**src/rtl/keypad_lock_pkg.sv**
```systemverilog
// Shared definitions for the keypad lock controller.
//  - state_e  : controller FSM encoding (also driven out on state_out)
//  - KEY_*    : key codes with special meaning
//  - keymap() : (column, row) position on the 4x4 matrix -> key code
package keypad_lock_pkg;

  typedef enum logic [2:0] {
    ST_LOCKED  = 3'd0,
    ST_CHECK   = 3'd1,
    ST_OPEN    = 3'd2,
    ST_PROGRAM = 3'd3,
    ST_LOCKOUT = 3'd4
  } state_e;

  localparam logic [3:0] KEY_MAX_DIGIT = 4'h9;
  localparam logic [3:0] KEY_CLEAR     = 4'hC;

  // Column-major layout: c0=1,4,7,0  c1=2,5,8,F  c2=3,6,9,E  c3=A,B,C,D
  function automatic logic [3:0] keymap(input logic [1:0] col, input logic [1:0] row);
    case ({col, row})
      4'h0: keymap = 4'h1;  4'h1: keymap = 4'h4;  4'h2: keymap = 4'h7;  4'h3: keymap = 4'h0;
      4'h4: keymap = 4'h2;  4'h5: keymap = 4'h5;  4'h6: keymap = 4'h8;  4'h7: keymap = 4'hF;
      4'h8: keymap = 4'h3;  4'h9: keymap = 4'h6;  4'hA: keymap = 4'h9;  4'hB: keymap = 4'hE;
      4'hC: keymap = 4'hA;  4'hD: keymap = 4'hB;  4'hE: keymap = 4'hC;  default: keymap = 4'hD;
    endcase
  endfunction

endpackage

```
**src/rtl/keypad_lock_ctrl_if.sv**
```systemverilog
// Pin/status bundle of the keypad lock controller.
//  row_n, lock_btn, prog_btn : board inputs (driven by master)
//  col_n                     : column drive to the keypad
//  key_valid, key_code       : accepted-key pulse and last key
//  digit_count, unlocked, lockout, fail_count, state_out : status for LEDs / 7-seg
interface keypad_lock_ctrl_if;
  logic [3:0] row_n;
  logic       lock_btn;
  logic       prog_btn;
  logic [3:0] col_n;
  logic       key_valid;
  logic [3:0] key_code;
  logic [2:0] digit_count;
  logic       unlocked;
  logic       lockout;
  logic [3:0] fail_count;
  logic [2:0] state_out;

  modport master (output row_n, lock_btn, prog_btn,
                  input  col_n, key_valid, key_code, digit_count, unlocked, lockout,
                         fail_count, state_out);
  modport slave  (input  row_n, lock_btn, prog_btn,
                  output col_n, key_valid, key_code, digit_count, unlocked, lockout,
                         fail_count, state_out);
endinterface

```
**src/rtl/keypad_lock_ctrl_scan.sv**
```systemverilog
// keypad_scan: drives one keypad column low at a time, samples the synchronised
// rows at the end of each column slot, reduces a full 4-column scan to
// "exactly one key" or "none", and debounces that result.
//  clk, reset          : clock, async active-high reset
//  row_n               : raw keypad rows (asynchronous)
//  col_n               : one-hot-low column drive
//  key_valid, key_code : one-cycle accept pulse, last accepted key (holds)
module keypad_scan
  import keypad_lock_pkg::*;
#(
  parameter int SCAN_TICKS     = 100000,
  parameter int DEBOUNCE_SCANS = 3
) (
  input  logic       clk,
  input  logic       reset,
  input  logic [3:0] row_n,
  output logic [3:0] col_n,
  output logic       key_valid,
  output logic [3:0] key_code
);
  localparam int TW = $clog2(SCAN_TICKS + 1);
  localparam int DW = $clog2(DEBOUNCE_SCANS + 1);

  logic [3:0]    row_s1_q, row_s2_q;
  logic [TW-1:0] tick_q, tick_d;
  logic [1:0]    col_q, col_d;
  logic [1:0]    acc_n_q, acc_n_d;     // lows seen so far this scan, saturates at 2
  logic [3:0]    acc_code_q, acc_code_d;
  logic          cand_vld_q, cand_vld_d;
  logic [3:0]    cand_code_q, cand_code_d;
  logic [DW-1:0] same_q, same_d;       // consecutive identical scan results
  logic          armed_q, armed_d;     // cleared after accept, set after enough "none" scans
  logic          kv_q, kv_d;
  logic [3:0]    kc_q, kc_d;

  logic [2:0]    low_n, sum;
  logic [1:0]    low_row, n_tot;
  logic [3:0]    code;
  logic          res_vld;
  logic [3:0]    res_code;
  logic [DW-1:0] same_n;

  always_comb begin
    tick_d      = tick_q + TW'(1);
    col_d       = col_q;
    acc_n_d     = acc_n_q;
    acc_code_d  = acc_code_q;
    cand_vld_d  = cand_vld_q;
    cand_code_d = cand_code_q;
    same_d      = same_q;
    armed_d     = armed_q;
    kv_d        = 1'b0;
    kc_d        = kc_q;
    low_n       = 3'd0;
    low_row     = 2'd0;
    n_tot       = 2'd0;
    code        = acc_code_q;
    res_vld     = 1'b0;
    res_code    = 4'h0;
    same_n      = same_q;

    for (int r = 0; r < 4; r++) begin
      if (!row_s2_q[r]) begin
        low_n   = low_n + 3'd1;
        low_row = r[1:0];
      end
    end
    sum   = {1'b0, acc_n_q} + low_n;
    n_tot = (sum > 3'd1) ? 2'd2 : sum[1:0];
    if (acc_n_q == 2'd0 && low_n == 3'd1) code = keymap(col_q, low_row);

    if (tick_q == TW'(SCAN_TICKS - 1)) begin
      tick_d = '0;
      col_d  = col_q + 2'd1;
      if (col_q != 2'd3) begin
        acc_n_d    = n_tot;
        acc_code_d = code;
      end else begin
        acc_n_d    = 2'd0;
        acc_code_d = 4'h0;
        res_vld    = (n_tot == 2'd1);
        res_code   = res_vld ? code : 4'h0;
        if (res_vld == cand_vld_q && res_code == cand_code_q)
          same_n = (same_q == DW'(DEBOUNCE_SCANS)) ? same_q : same_q + DW'(1);
        else begin
          cand_vld_d  = res_vld;
          cand_code_d = res_code;
          same_n      = DW'(1);
        end
        same_d = same_n;
        if (same_n == DW'(DEBOUNCE_SCANS)) begin
          if (armed_q && res_vld) begin
            armed_d = 1'b0;
            kv_d    = 1'b1;
            kc_d    = res_code;
          end else if (!armed_q && !res_vld) begin
            armed_d = 1'b1;
          end
        end
      end
    end
  end

  always_ff @(posedge clk or posedge reset) begin
    if (reset) begin
      row_s1_q    <= 4'hF;
      row_s2_q    <= 4'hF;
      tick_q      <= '0;
      col_q       <= 2'd0;
      acc_n_q     <= 2'd0;
      acc_code_q  <= 4'h0;
      cand_vld_q  <= 1'b0;
      cand_code_q <= 4'h0;
      same_q      <= '0;
      armed_q     <= 1'b1;
      kv_q        <= 1'b0;
      kc_q        <= 4'h0;
    end else begin
      row_s1_q    <= row_n;
      row_s2_q    <= row_s1_q;
      tick_q      <= tick_d;
      col_q       <= col_d;
      acc_n_q     <= acc_n_d;
      acc_code_q  <= acc_code_d;
      cand_vld_q  <= cand_vld_d;
      cand_code_q <= cand_code_d;
      same_q      <= same_d;
      armed_q     <= armed_d;
      kv_q        <= kv_d;
      kc_q        <= kc_d;
    end
  end

  assign col_n     = ~(4'b0001 << col_q);
  assign key_valid = kv_q;
  assign key_code  = kc_q;

endmodule

```
**src/rtl/keypad_lock_ctrl.sv**
```systemverilog
// keypad_lock_ctrl: keypad code lock. Collects CODE_LEN digits, compares them
// with a programmable code, counts consecutive failures with a timed lockout,
// and allows re-programming the code while open.
//  clk, reset : clock, async active-high reset
//  bus        : keypad pins, buttons and status outputs (keypad_lock_ctrl_if.slave)
module keypad_lock_ctrl
  import keypad_lock_pkg::*;
#(
  parameter int                  SCAN_TICKS     = 100000,
  parameter int                  DEBOUNCE_SCANS = 3,
  parameter int                  CODE_LEN       = 4,
  parameter logic [4*CODE_LEN-1:0] DEFAULT_CODE = 16'h1111,
  parameter int                  MAX_FAILS      = 3,
  parameter int                  LOCKOUT_TICKS  = 300000000
) (
  input  logic               clk,
  input  logic               reset,
  keypad_lock_ctrl_if.slave  bus
);
  localparam int CW = 4 * CODE_LEN;
  localparam int LW = $clog2(LOCKOUT_TICKS + 1);

  logic       kv;
  logic [3:0] kc;

  keypad_scan #(.SCAN_TICKS(SCAN_TICKS), .DEBOUNCE_SCANS(DEBOUNCE_SCANS)) u_scan (
    .clk       (clk),
    .reset     (reset),
    .row_n     (bus.row_n),
    .col_n     (bus.col_n),
    .key_valid (kv),
    .key_code  (kc)
  );

  state_e        state_q, state_d;
  logic [CW-1:0] entry_q, entry_d, code_q, code_d;
  logic [3:0]    dcnt_q, dcnt_d, fail_q, fail_d;
  logic [LW-1:0] lo_tmr_q, lo_tmr_d;
  logic [2:0]    lock_s_q, prog_s_q;   // [0],[1] synchroniser, [2] previous for edge detect

  logic          lock_edge, prog_edge, digit, clr;
  logic [CW-1:0] key_ext, entry_shift;
  logic [3:0]    fail_inc;

  always_comb begin
    state_d  = state_q;
    entry_d  = entry_q;
    code_d   = code_q;
    dcnt_d   = dcnt_q;
    fail_d   = fail_q;
    lo_tmr_d = lo_tmr_q;
    lock_edge = lock_s_q[1] & ~lock_s_q[2];
    prog_edge = prog_s_q[1] & ~prog_s_q[2];
    digit     = kv && (kc <= KEY_MAX_DIGIT);
    clr       = kv && (kc == KEY_CLEAR);
    key_ext   = '0;
    key_ext[3:0] = kc;
    entry_shift  = (entry_q << 4) | key_ext;
    fail_inc     = (fail_q == 4'd15) ? 4'd15 : fail_q + 4'd1;

    case (state_q)
      ST_LOCKED, ST_PROGRAM: begin
        if (state_q == ST_PROGRAM && lock_edge) begin
          // abort programming; stored code untouched
          state_d = ST_LOCKED;
          entry_d = '0;
          dcnt_d  = 4'd0;
        end else if (clr) begin
          entry_d = '0;
          dcnt_d  = 4'd0;
        end else if (digit) begin
          entry_d = entry_shift;
          dcnt_d  = dcnt_q + 4'd1;
          if (dcnt_q == 4'(CODE_LEN - 1)) begin
            if (state_q == ST_LOCKED) state_d = ST_CHECK;
            else begin
              code_d  = entry_shift;
              entry_d = '0;
              dcnt_d  = 4'd0;
              state_d = ST_OPEN;
            end
          end
        end
      end
      ST_CHECK: begin
        entry_d = '0;
        dcnt_d  = 4'd0;
        if (entry_q == code_q) begin
          state_d = ST_OPEN;
          fail_d  = 4'd0;
        end else begin
          fail_d   = fail_inc;
          lo_tmr_d = '0;
          state_d  = (fail_inc >= 4'(MAX_FAILS)) ? ST_LOCKOUT : ST_LOCKED;
        end
      end
      ST_OPEN: begin
        if (lock_edge)      state_d = ST_LOCKED;
        else if (prog_edge) state_d = ST_PROGRAM;
      end
      ST_LOCKOUT: begin
        if (lo_tmr_q == LW'(LOCKOUT_TICKS - 1)) begin
          lo_tmr_d = '0;
          fail_d   = 4'd0;
          state_d  = ST_LOCKED;
        end else begin
          lo_tmr_d = lo_tmr_q + LW'(1);
        end
      end
      default: state_d = ST_LOCKED;
    endcase
  end

  always_ff @(posedge clk or posedge reset) begin
    if (reset) begin
      state_q  <= ST_LOCKED;
      entry_q  <= '0;
      code_q   <= DEFAULT_CODE;
      dcnt_q   <= 4'd0;
      fail_q   <= 4'd0;
      lo_tmr_q <= '0;
      lock_s_q <= 3'b000;
      prog_s_q <= 3'b000;
    end else begin
      state_q  <= state_d;
      entry_q  <= entry_d;
      code_q   <= code_d;
      dcnt_q   <= dcnt_d;
      fail_q   <= fail_d;
      lo_tmr_q <= lo_tmr_d;
      lock_s_q <= {lock_s_q[1:0], bus.lock_btn};
      prog_s_q <= {prog_s_q[1:0], bus.prog_btn};
    end
  end

  assign bus.key_valid   = kv;
  assign bus.key_code    = kc;
  assign bus.digit_count = dcnt_q[2:0];
  assign bus.unlocked    = (state_q == ST_OPEN) || (state_q == ST_PROGRAM);
  assign bus.lockout     = (state_q == ST_LOCKOUT);
  assign bus.fail_count  = fail_q;
  assign bus.state_out   = state_q;

endmodule
```
**src/flat_wrapper.sv**
```systemverilog
// flat-port wrapper written by rule: the top's interface ports become plain ports
module keypad_lock_ctrl_flat import keypad_lock_pkg::*;
#(
  parameter int                  SCAN_TICKS     = 100000,
  parameter int                  DEBOUNCE_SCANS = 3,
  parameter int                  CODE_LEN       = 4,
  parameter logic [4*CODE_LEN-1:0] DEFAULT_CODE = 16'h1111,
  parameter int                  MAX_FAILS      = 3,
  parameter int                  LOCKOUT_TICKS  = 300000000
)
  (clk, reset, bus_row_n, bus_lock_btn, bus_prog_btn, bus_col_n, bus_key_valid, bus_key_code, bus_digit_count, bus_unlocked, bus_lockout, bus_fail_count, bus_state_out);
  keypad_lock_ctrl_if bus_i ();
  input  logic clk;
  input  logic reset;
  input wire logic [$bits(bus_i.row_n)-1:0] bus_row_n;
  input wire logic [$bits(bus_i.lock_btn)-1:0] bus_lock_btn;
  input wire logic [$bits(bus_i.prog_btn)-1:0] bus_prog_btn;
  output wire logic [$bits(bus_i.col_n)-1:0] bus_col_n;
  output wire logic [$bits(bus_i.key_valid)-1:0] bus_key_valid;
  output wire logic [$bits(bus_i.key_code)-1:0] bus_key_code;
  output wire logic [$bits(bus_i.digit_count)-1:0] bus_digit_count;
  output wire logic [$bits(bus_i.unlocked)-1:0] bus_unlocked;
  output wire logic [$bits(bus_i.lockout)-1:0] bus_lockout;
  output wire logic [$bits(bus_i.fail_count)-1:0] bus_fail_count;
  output wire logic [$bits(bus_i.state_out)-1:0] bus_state_out;
  assign bus_i.row_n = bus_row_n;
  assign bus_i.lock_btn = bus_lock_btn;
  assign bus_i.prog_btn = bus_prog_btn;
  assign bus_col_n = bus_i.col_n;
  assign bus_key_valid = bus_i.key_valid;
  assign bus_key_code = bus_i.key_code;
  assign bus_digit_count = bus_i.digit_count;
  assign bus_unlocked = bus_i.unlocked;
  assign bus_lockout = bus_i.lockout;
  assign bus_fail_count = bus_i.fail_count;
  assign bus_state_out = bus_i.state_out;
  keypad_lock_ctrl #(.SCAN_TICKS(SCAN_TICKS), .DEBOUNCE_SCANS(DEBOUNCE_SCANS), .CODE_LEN(CODE_LEN), .DEFAULT_CODE(DEFAULT_CODE), .MAX_FAILS(MAX_FAILS), .LOCKOUT_TICKS(LOCKOUT_TICKS)) u_core (.clk(clk), .reset(reset), .bus(bus_i));
endmodule
```
**config.mk**
```make
export PLATFORM = sky130hd
export DESIGN_NAME = keypad_lock_ctrl_flat
export DESIGN_NICKNAME = d
export VERILOG_FILES = /design/src/rtl/keypad_lock_pkg.sv /design/src/rtl/keypad_lock_ctrl_if.sv /design/src/rtl/keypad_lock_ctrl_scan.sv /design/src/rtl/keypad_lock_ctrl.sv /design/src/flat_wrapper.sv
export SDC_FILE = /design/constraint.sdc
export NUM_CORES = 1
export LEC_CHECK = 0
export ABC_CLOCK_PERIOD_IN_PS = 4300
export CAP_MARGIN = 10
export CORE_MARGIN = 3
export CORE_UTILIZATION = 55
export CTS_CLUSTER_DIAMETER = 150
export DETAILED_ROUTE_END_ITERATION = 10
export MAX_ROUTING_LAYER = met4
export PLACE_DENSITY_LB_ADDON = 0.25
export SYNTH_ARGS = -nofsm -noshare
export SYNTH_HDL_FRONTEND = slang
export SYNTH_SLANG_ARGS = --single-unit
```
**constraint.sdc**
```tcl
create_clock -name clk -period 4.3 [get_ports clk]
set_input_delay 0.86 -clock clk [delete_from_list [all_inputs] [get_ports clk]]
set_output_delay 0.86 -clock clk [all_outputs]
set_load 0.01 [all_outputs]
```
==> out/metrics.cfg, run 1 <==
[run_status]
status = completed

[setup_path]
worstPathRequired_ns = 4.60
cp_max_fo = 9
endpoint_kind = flop
criticalPathCategory = reg -> reg
worstPathArrival_ns = 4.37
cp-start-kind = flop

[grt]
grt_pass1_wl_um = 21600
grt-ovfl-total = 0
antenna_found_initial = 0
grt_pass1_vias = 4551
grt_max_degree = 52
grt.total_usage = 0.217

[sta]
maxSlewViolCount = 0
period_minus_slack_ns = 4.07
finClkSkew_ns = 0.00612
setup_viol = 0
maxSlewHeadroom = 0.569
rsz0062_at_grt = false
max_slew.worst_pin.slew_ns = 0.646
fin_crit_sh = 0.946
final_hold_viol_count = 0
setup_slack_ns = 0.234
fmaxAchievable_mhz = 246
holdWs_ns = 0.347

[cts]
h-tree-depth = 4
clockBufferDepth = 2
cts_tree = done
cts-root-buf = clkbuf_16
insertion_delay_ns = 0.42
cts.sinks = 124
clk_pin_slew_ns = 0.06
cts_buffers = 17
postCtsHoldBufs = 0

[floorplanning]
core_um2 = 11000
start_util = 0.568
die_area_um2 = 12700
die_height_um = 113
die_x_um = 113
placementRows = 38
ios = 29

[job]
cap_viol_max_count = 0

[logic_synthesis]
async_flop_share = 1.00
synth_cell_types = 72
seq_area_frac_synth = 0.500
postSynthAreaPerCell_um2 = 10.3
netlist_area_um2 = 6240
syn-num-nets = 626
synth_ff_type = dfrtp_1
synth-edff-count = 0
syn_inst = 604
yosys_warnings = 0
ys_ff_latch = 124

[power_and_ir_drop]
finalPower_w = 0.00271
p_per_area_nw_per_um2 = 372
p_leak_nw = 3.36
peakVddDrop_mv = 0.313

[place]
gp_congestion = 0.857
dp_slack_ns = -0.0170
port_buffers = 28
hpwl_um = 8290
dpl.cell_count = 757

[layout]
fin_nets = 659
antenna_cells = 0
instances_no_fill = 790
final_cell_mix = dfrtp_1, o21ai_0, nand2_1
final_common_cell = dfrtp_1
n_fill_cell = 844
fin_util = 0.664
syn2layout_area_growth_pct = 16.9
layout-drive-gt1-share = 0.157

[drt]
routedWlPerCell_um = 15.7
vias = 4656
drt_iter0_drc = 405
routed_wirelength_um = 12400
drtPass1Iterations = 4
drc = 0
vias_per_cell = 5.89
final_antenna_net_count = 0

[min_path]
hp-class = reg -> reg

-- registers in the layout (all words and copies together) (netlist names), 2 cells and up --
signal                     count
u_core.u_scan.acc_code_q       4
u_core.u_scan.row_s2_q         4
u_core.dcnt_q                  4
u_core.u_scan.same_q           2
u_core.code_q                 16
u_core.prog_s_q                3
u_core.entry_q                16
u_core.bus.fail_count          4
u_core.lo_tmr_q               29
u_core.u_scan.key_code         4
u_core.lock_s_q                3
u_core.u_scan.row_s1_q         4
u_core.u_scan.cand_code_q      4
u_core.u_scan.acc_n_q          2
u_core.u_scan.tick_q          17
u_core.bus.state_out           3
u_core.u_scan.col_q            2
-- metrics by stage --
stage	TNS, ns	area [µm²]
after floorplan	0	6240
after global placement	0	6690
after detailed placement	-0.0542	6690
after CTS	0	7280
after global routing	0	7300
final	0	7300
-- area by class of cell --
type	instances	area, µm²	share of cell area
clock buffers	17	425	0.0583
clock inverters	15	165	0.0226
inverters	27	109	0.0149
multi-input cells	427	2920	0.400
flip-flops and latches	124	3120	0.427
well taps	140	175	0.0240
repair buffers	40	383	0.0525
-- cell usage after synthesis (3+ instances only) --
master	n	area (µm²)
or3_1	3	18.8
o41ai_1	3	26.3
and3_1	14	87.6
xor2_1	26	228
nor2b_1	6	37.5
a22o_1	16	140
ha_1	13	163
dfstp_2	13	342
nand2_1	47	176
nor2_1	43	161
and2_1	4	25.0
a31oi_1	6	37.5
nand2b_1	5	31.3
xnor2_1	15	131
dfrtp_1	111	2780
mux2_4	4	60.1
o31ai_1	10	75.1
mux2i_1	3	30.0
buf_4	5	37.5
clkbuf_1	17	63.8
nor3b_1	3	22.5
mux2_2	21	236
nor3_1	6	30.0
a41oi_1	3	26.3
o22ai_1	4	25.0
inv_1	25	93.8
nand3_1	28	140
nand4_1	13	81.3
o21ai_0	58	290
nor4_1	6	37.5
nand3b_1	3	22.5
a21oi_1	18	90.1
-- critical path, cell delays in order (launching register included) --
cell and delay (ns):
dfstp_2 0.55, inv_1 0.04, ha_1 0.35, xnor2_2 0.18
ha_1 0.30, nand2b_1 0.11, o31ai_4 0.12, fa_1 0.42
xnor3_1 0.24, nor2_2 0.11, nand2_2 0.11, clkinv_4 0.09
nand3_1 0.09, a32o_1 0.30, nor4b_4 0.28, buf_4 0.18
nand4_4 0.15, mux2_4 0.33
-- path summary, 6_finish.rpt --
kind / cells past startpoint / slack, ns / start / end
min reg2reg: 0 / 0.35 / u_core.prog_s_q[0] / u_core.prog_s_q[1]
min in group asynchronous: 2 / 0.88 / reset / u_core.u_scan.tick_q[5]
max: 17 / 0.23 / u_core.u_scan.row_s2_q[1] / u_core.u_scan.key_code[1]
max reg2reg: 17 / 0.23 / u_core.u_scan.row_s2_q[1] / u_core.u_scan.key_code[1]
min: 0 / 0.35 / u_core.prog_s_q[0] / u_core.prog_s_q[1]
max in group asynchronous: 3 / 2.64 / reset / u_core.u_scan.row_s2_q[2]
-- cells by family (layout without fill, tap and decap cells) --
group	after synthesis	count (layout)	synth area share
AOI/OAI and AO/OA	141	141	0.148
xor gates and xnor gates	42	42	0.0611
adders and majority gates	14	14	0.0293
buffers and inverters	53	99	0.0361
DFF	124	124	0.500
muxes	28	28	0.0523
and+or+nand+nor	202	202	0.174
-- power by group --
part / switching (W) / internal, W / leakage (nW)
sequential: 0.00000606 / 0.00118 / 1.66
clock: 0.000550 / 0.000862 / 0.289
combinational: 0.0000730 / 0.0000457 / 1.42
-- per-layer routing --
layer | up-vias | share of wire | global-route usage
met5 | - | 0 | -
met4 | 0 | 0.019 | 0.0897
met3 | 25 | 0.041 | 0.0523
met2 | 116 | 0.46 | 0.322
met1 | 2272 | 0.48 | 0.288
li1 | 2243 | - | -
-- repair_timing --
action                                  CTS  global route
endpoints found under the setup margin    4             8
buffers inserted                          0             1
pin swaps                                 1             3
resized for setup                         0             2
No activity file was read; power rests on OpenSTA's default activity.
==> run 2: changes to the inputs <==
--- a/config.mk
+++ b/config.mk
@@ -11,8 +11,8 @@
 export CORE_UTILIZATION = 55
 export CTS_CLUSTER_DIAMETER = 150
 export DETAILED_ROUTE_END_ITERATION = 10
-export MAX_ROUTING_LAYER = met4
 export PLACE_DENSITY_LB_ADDON = 0.25
+export RECOVER_POWER = 25
 export SYNTH_ARGS = -nofsm -noshare
 export SYNTH_HDL_FRONTEND = slang
 export SYNTH_SLANG_ARGS = --single-unit
==> constraint.sdc (replaced) <==
create_clock -name clk -period 4.3 [get_ports clk]
set_input_delay 0.86 -clock clk [delete_from_list [all_inputs] [get_ports clk]]
set_output_delay 0.86 -clock clk [all_outputs]
set_load 0.1 [all_outputs]
==> run 2 against run 1 <==
The run now ends with capacitance limit, slew limit left. Critical path depth unchanged. Wire length about the same. Count of clock-buffer cells in the layout unchanged. Final cell count did not move. Critical path type unchanged.
==> out/metrics.cfg, run 2 (synthesized netlist as in run 1, its figures left out) <==
[run_status]
status = finished with violations  ; was completed
violations = capacitance limit, slew limit

[cts]
cts.sinks = 124  ; unchanged
clockBufferDepth = 2  ; unchanged
clk_pin_slew_ns = 0.06  ; about the same
cts_buffers = 17  ; unchanged
insertion_delay_ns = 0.42  ; about the same
cts_tree = done  ; unchanged
cts-root-buf = clkbuf_16  ; unchanged
h-tree-depth = 4  ; unchanged

[floorplanning]
start_util = 0.568  ; unchanged
placementRows = 38  ; unchanged
core_um2 = 11000  ; unchanged
die_height_um = 113  ; unchanged
die_x_um = 113  ; unchanged
ios = 29  ; unchanged
die_area_um2 = 12700  ; unchanged

[place]
gp_congestion = 0.843  ; was 0.857
dpl.cell_count = 757  ; unchanged
port_buffers = 28  ; unchanged
hpwl_um = 8290  ; unchanged

[layout]
top_register = u_core.lo_tmr_q  ; unchanged
fin_nets = 659  ; unchanged
syn2layout_area_growth_pct = 16.9  ; about the same
largest_reg_flops = 29  ; unchanged
antenna_cells = 0  ; unchanged
final_common_cell = dfrtp_1  ; unchanged
top_regs = u_core.lo_tmr_q x29, u_core.u_scan.tick_q x17  ; unchanged
final_cell_mix = dfrtp_1, o21ai_0, nand2_1  ; unchanged
instances_no_fill = 790  ; unchanged
layout-drive-gt1-share = 0.157  ; unchanged

[drt]
drtPass1Iterations = 4  ; unchanged
final_antenna_net_count = 0  ; unchanged
routedWlPerCell_um = 15.7  ; about the same
drt_iter0_drc = 404  ; was 405
vias = 4651  ; was 4656
vias_per_cell = 5.89  ; about the same
routed_wirelength_um = 12400  ; about the same
drc = 0  ; unchanged

[grt]
grt_max_degree = 52  ; unchanged
grt_pass1_vias = 4558  ; was 4551
grt_pass1_wl_um = 21600  ; about the same
grt-ovfl-total = 0  ; unchanged
antenna_found_initial = 0  ; unchanged
grt.total_usage = 0.211  ; was 0.217

[setup_path]
endpoint_kind = flop  ; unchanged
reg2reg_from = u_core.u_scan.row_s2_q[1]  ; unchanged
r2r_end = u_core.u_scan.key_code[1]  ; unchanged
cp-start-kind = flop  ; unchanged
worstPathArrival_ns = 4.36  ; was 4.37 ns
worstPathRequired_ns = 4.60  ; about the same
crit_start = u_core.u_scan.row_s2_q[1]  ; unchanged
criticalPathCategory = reg -> reg  ; unchanged
reg2reg_depth = 17  ; unchanged
cp_max_fo = 9  ; unchanged
ff2ff_setup_slack_ns = 0.24  ; was 0.23 ns

[power_and_ir_drop]
p_seq_frac = 0.436  ; about the same
p_sw_frac = 0.232  ; about the same
p_comb_frac = 0.043  ; was 0.044
p_leak_nw = 3.36  ; about the same
p_per_area_nw_per_um2 = 372  ; about the same
p_int_w = 0.00208  ; about the same
clkPwrFrac = 0.520  ; about the same
finalPower_w = 0.00271  ; about the same
peakVddDrop_mv = 0.312  ; was 0.313 mV
switchingPower_w = 0.000630  ; was 0.000629 W

[job]
cap_viol_max_count = 1  ; was 0

[sta]
final_hold_viol_count = 0  ; unchanged
holdWs_ns = 0.348  ; was 0.347 ns
fin_crit_sh = 0.944  ; was 0.946
fmaxAchievable_mhz = 246  ; about the same
rsz0062_at_grt = false  ; unchanged
maxSlewHeadroom = -0.529  ; was 0.569
setup_viol = 0  ; unchanged
finClkSkew_ns = 0.00706  ; was 0.00612 ns
setup_tns_ns = 0  ; unchanged
max_slew.worst_pin.slew_ns = 2.28  ; was 0.646 ns
maxSlewViolCount = 51  ; was 0
period_minus_slack_ns = 4.06  ; was 4.07 ns

[min_path]
min_from = u_core.prog_s_q[0]  ; unchanged
hp-class = reg -> reg  ; unchanged
hold_depth = 0  ; unchanged
holdPathEnd = u_core.prog_s_q[1]  ; unchanged

## run 2: power groups by stage
| stage | clock (W) | sequential [W] | combinational (W) |
|---|---|---|---|
| after floorplan | 0 | 0.00120 | 0.0000834 |
| after global placement | 0 | 0.00120 | 0.000110 |
| after detailed placement | 0 | 0.00120 | 0.000115 |
| after CTS | 0.00144 | 0.00118 | 0.000117 |
| after global routing | 0.00149 | 0.00118 | 0.000129 |
| final | 0.00141 | 0.00118 | 0.000117 |
## run 2: metrics by stage
step / instance area (µm²) / setup WS, ns / util
floorplan: 6240 / 0.00929 / -
global placement: 6690 / 0.156 / 0.609
detailed placement: 6690 / -0.0170 / 0.609
CTS: 7280 / 0.0255 / 0.663
global route: 7300 / 0.109 / 0.664
finish: 7300 / 0.242 / 0.664
## run 2: worst max path at each step
stage | slack (ns) | endpoint | depth (start not counted)
4_1_cts | 0.03 | u_core.u_scan.key_code[1] | 16
5_1_grt | 0.11 | u_core.u_scan.key_code[1] | 17
3_3_place_gp | 0.16 | u_core.u_scan.key_code[0] | 16
3_5_place_dp | -0.02 | u_core.u_scan.key_code[1] | 16
6_report | 0.24 | u_core.u_scan.key_code[1] | 17
2_1_floorplan | 0.009 | u_core.entry_q[1] | 9
## run 2: area by class of cell
type	count	area, µm²
Fill cell	844	3690
Sequential cell	124	3120
Multi-Input combinational cell	427	2920
Clock buffer	17	425
Timing Repair Buffer	40	383
Tap cell	140	175
Clock inverter	15	165
Inverter	27	108
## run 2: worst max-delay path: stages, from the launching register on
cell,delay [ns]
dfstp_2,0.55
inv_1,0.04
ha_1,0.35
xnor2_2,0.18
ha_1,0.30
nand2b_1,0.11
o31ai_4,0.12
fa_1,0.42
xnor3_1,0.24
nor2_2,0.11
nand2_2,0.11
clkinv_4,0.09
nand3_1,0.09
a32o_1,0.30
nor4b_4,0.27
buf_4,0.18
nand4_4,0.15
mux2_4,0.33
## run 2: routing by layer
layer | GRT usage | up-vias | wire [µm]
li1 | - | 2240 | -
met1 | 0.288 | 2259 | 5850
met2 | 0.322 | 123 | 5740
met3 | 0.0539 | 29 | 536
met4 | 0.0897 | 0 | 259
met5 | 0 | - | 0
## run 2: timing repair
action / 4_1_cts / 5_1_grt
resized for setup: 0 / 2
cloned: 0 / 0
pin swaps: 1 / 3
buffers inserted: 0 / 1
hold buffers: 0 / 0
endpoints found under the setup margin: 4 / 8
==> run 3: changes to the inputs <==
--- a/config.mk
+++ b/config.mk
@@ -7,6 +7,7 @@
 export LEC_CHECK = 0
 export ABC_CLOCK_PERIOD_IN_PS = 4300
 export CAP_MARGIN = 10
+export CORE_ASPECT_RATIO = 0.9
 export CORE_MARGIN = 3
 export CORE_UTILIZATION = 55
 export CTS_CLUSTER_DIAMETER = 150
==> run 3 against run 2 <==
The flow still finishes with violations (capacitance limit, slew limit). Register-to-register slack better by 0.04 ns. Sequential share of layout area fell by 0.18 points. Critical path depth shrank 1. Critical endpoint is now u_core.u_scan.key_code[0]. Setup slack better by 0.043 ns. Worst hold slack better by 0.0037 ns. Highest routed layer unchanged. Flip-flop and latch count stayed put. Largest cell class unchanged. Clock power rose by 5%.
==> out/metrics.cfg, run 3 (synthesized netlist as in run 1, its figures left out) <==
[drt]
vias_per_cell = 5.78  ; was 5.89
final_antenna_net_count = 0  ; unchanged
drtPass1Iterations = 6  ; was 4
routedWlPerCell_um = 15.5  ; was 15.7 µm
drt_iter0_drc = 319  ; was 404
drc = 0  ; unchanged
vias = 4627  ; was 4651
routed_wirelength_um = 12400  ; about the same

[setup_path]
crit_buf_inv = 2  ; was 3
worstPathArrival_ns = 4.31  ; was 4.36 ns
endpoint_kind = flop  ; unchanged
critPathTopFamily = adder cells  ; unchanged
crit_slowest_cell = dfstp_2  ; unchanged
max_stage_delay_ns = 0.54  ; was 0.55 ns
criticalPathCategory = reg -> reg  ; unchanged
path_cells = inv_1, ha_2, xnor2_2, ha_1, nand2b_1, o31ai_4, fa_1, xnor3_1, nor2_2, nand2_2, clkinv_4, nand3_1, a32o_2, nor4b_4, nand4_4, mux2_4  ; was inv_1, ha_1, xnor2_2, ha_1, nand2b_1, o31ai_4, fa_1, xnor3_1, nor2_2, nand2_2, clkinv_4, nand3_1, a32o_1, nor4b_4, buf_4, nand4_4, mux2_4
cp-start-kind = flop  ; unchanged
worstPathRequired_ns = 4.59  ; was 4.60 ns
cp_max_fo = 9  ; unchanged

[layout]
largest_reg_flops = 29  ; unchanged
fin_util = 0.669  ; was 0.664
layout-drive-gt1-share = 0.153  ; was 0.157
top_register = u_core.lo_tmr_q  ; unchanged
syn2layout_area_growth_pct = 17.4  ; was 16.9%
antenna_cells = 0  ; unchanged
fin_nets = 657  ; was 659
final_common_cell = dfrtp_1  ; unchanged
instances_no_fill = 800  ; was 790
top_regs = u_core.lo_tmr_q x29, u_core.u_scan.tick_q x17  ; unchanged
final_cell_mix = dfrtp_1, o21ai_0, nand2_1  ; unchanged

[sta]
period_minus_slack_ns = 4.02  ; was 4.06 ns
holdWs_ns = 0.352  ; was 0.348 ns
fmaxAchievable_mhz = 249  ; was 246 MHz
setup_slack_ns = 0.285  ; was 0.242 ns
fin_crit_sh = 0.934  ; was 0.944
max_slew.worst_pin.slew_ns = 2.69  ; was 2.28 ns
setup_tns_ns = 0  ; unchanged
finClkSkew_ns = 0.0171  ; was 0.00706 ns
final_hold_viol_count = 0  ; unchanged
maxSlewHeadroom = -0.804  ; was -0.529
setup_viol = 0  ; unchanged
maxSlewViolCount = 62  ; was 51
rsz0062_at_grt = false  ; unchanged

[cts]
cts.sinks = 124  ; unchanged
h-tree-depth = 4  ; unchanged
insertion_delay_ns = 0.42  ; about the same
cts_buffers = 17  ; unchanged
clk_pin_slew_ns = 0.06  ; about the same
cts-root-buf = clkbuf_16  ; unchanged
clockBufferDepth = 2  ; unchanged
cts_tree = done  ; unchanged

[min_path]
hp-class = reg -> reg  ; unchanged

[floorplanning]
die_area_um2 = 12700  ; about the same
ios = 29  ; unchanged
die_x_um = 118  ; was 113 µm
core_um2 = 10900  ; was 11000 µm²
start_util = 0.570  ; was 0.568
placementRows = 36  ; was 38
die_height_um = 107  ; was 113 µm

[run_status]
violations = capacitance limit, slew limit  ; unchanged
status = finished with violations  ; unchanged

[place]
gp_congestion = 0.862  ; was 0.843
port_buffers = 28  ; unchanged
dpl.cell_count = 767  ; was 757
dp_slack_ns = 0.0119  ; was -0.0170 ns
hpwl_um = 8180  ; was 8290 µm

[grt]
grt_pass1_wl_um = 21500  ; was 21600 µm
grt-ovfl-total = 0  ; unchanged
antenna_found_initial = 0  ; unchanged
grt.total_usage = 0.208  ; was 0.211
grt_pass1_vias = 4497  ; was 4558
grt_max_degree = 64  ; was 52

[power_and_ir_drop]
p_leak_nw = 3.36  ; about the same
peakVddDrop_mv = 0.554  ; was 0.312 mV
p_per_area_nw_per_um2 = 380  ; was 372 nW/µm²

[job]
cap_viol_max_count = 1  ; unchanged

-- run 3: cell count changes in the layout (fill, tap and decap cells not counted) --
cell,before,now
buf_4,11,9
clkbuf_1,0,2
clkbuf_8,0,2
clkinv_2,2,0
clkinv_4,7,5
a32o_1,1,0
a32o_2,0,1
bufinv_16,2,3
ha_1,13,12
ha_2,0,1
inv_6,4,3
nor2b_1,5,6
nor2b_2,3,2
-- run 3: stage by stage --
step | total power (W) | area, µm²
floorplan | 0.00128 | 6240
global placement | 0.00131 | 6690
detailed placement | 0.00132 | 6690
CTS | 0.00280 | 7310
global route | 0.00287 | 7330
finish | 0.00278 | 7330
-- run 3: final timing paths --
check | startpoint | depth (start not counted) | slack [ns] | endpoint
setup / recovery | u_core.u_scan.row_s2_q[1] | 16 | 0.28 | u_core.u_scan.key_code[0]
hold / removal | u_core.prog_s_q[0] | 0 | 0.35 | u_core.prog_s_q[1]
setup reg to reg | u_core.u_scan.row_s2_q[1] | 16 | 0.28 | u_core.u_scan.key_code[0]
hold reg to reg | u_core.prog_s_q[0] | 0 | 0.35 | u_core.prog_s_q[1]
max in group asynchronous | reset | 2 | 1.43 | u_core.bus.state_out[2]
min in group asynchronous | reset | 2 | 1.64 | u_core.u_scan.acc_code_q[2]
-- run 3: per-layer routing --
layer	vias up	part of all wire	global-route usage
li1	2241	-	-
met1	2277	0.47	0.276
met3	12	0.043	0.0443
met5	-	0	0
met4	0	0.011	0.0711
met2	97	0.48	0.341
-- run 3: cell type report --
cell class                 count  area (µm²)
inverter                      27         108
fill                         841        3620
clock buffer                  21         460
timing repair buffer          38         368
clock inverter                11         159
tap                          152         190
multi-input combinational    427        2920
sequential                   124        3120
-- run 3: what timing repair did --
action / CTS / global route
hold buffers: 0 / 0
pin swaps: 1 / 4
resized for setup: 0 / 3
setup endpoints to repair: 2 / 7
setup buffers: 0 / 1
-- run 3: power by group --
part           switching (W)  internal, W
sequential        0.00000594      0.00118
combinational      0.0000708    0.0000439
clock               0.000531     0.000951
total               0.000608      0.00217
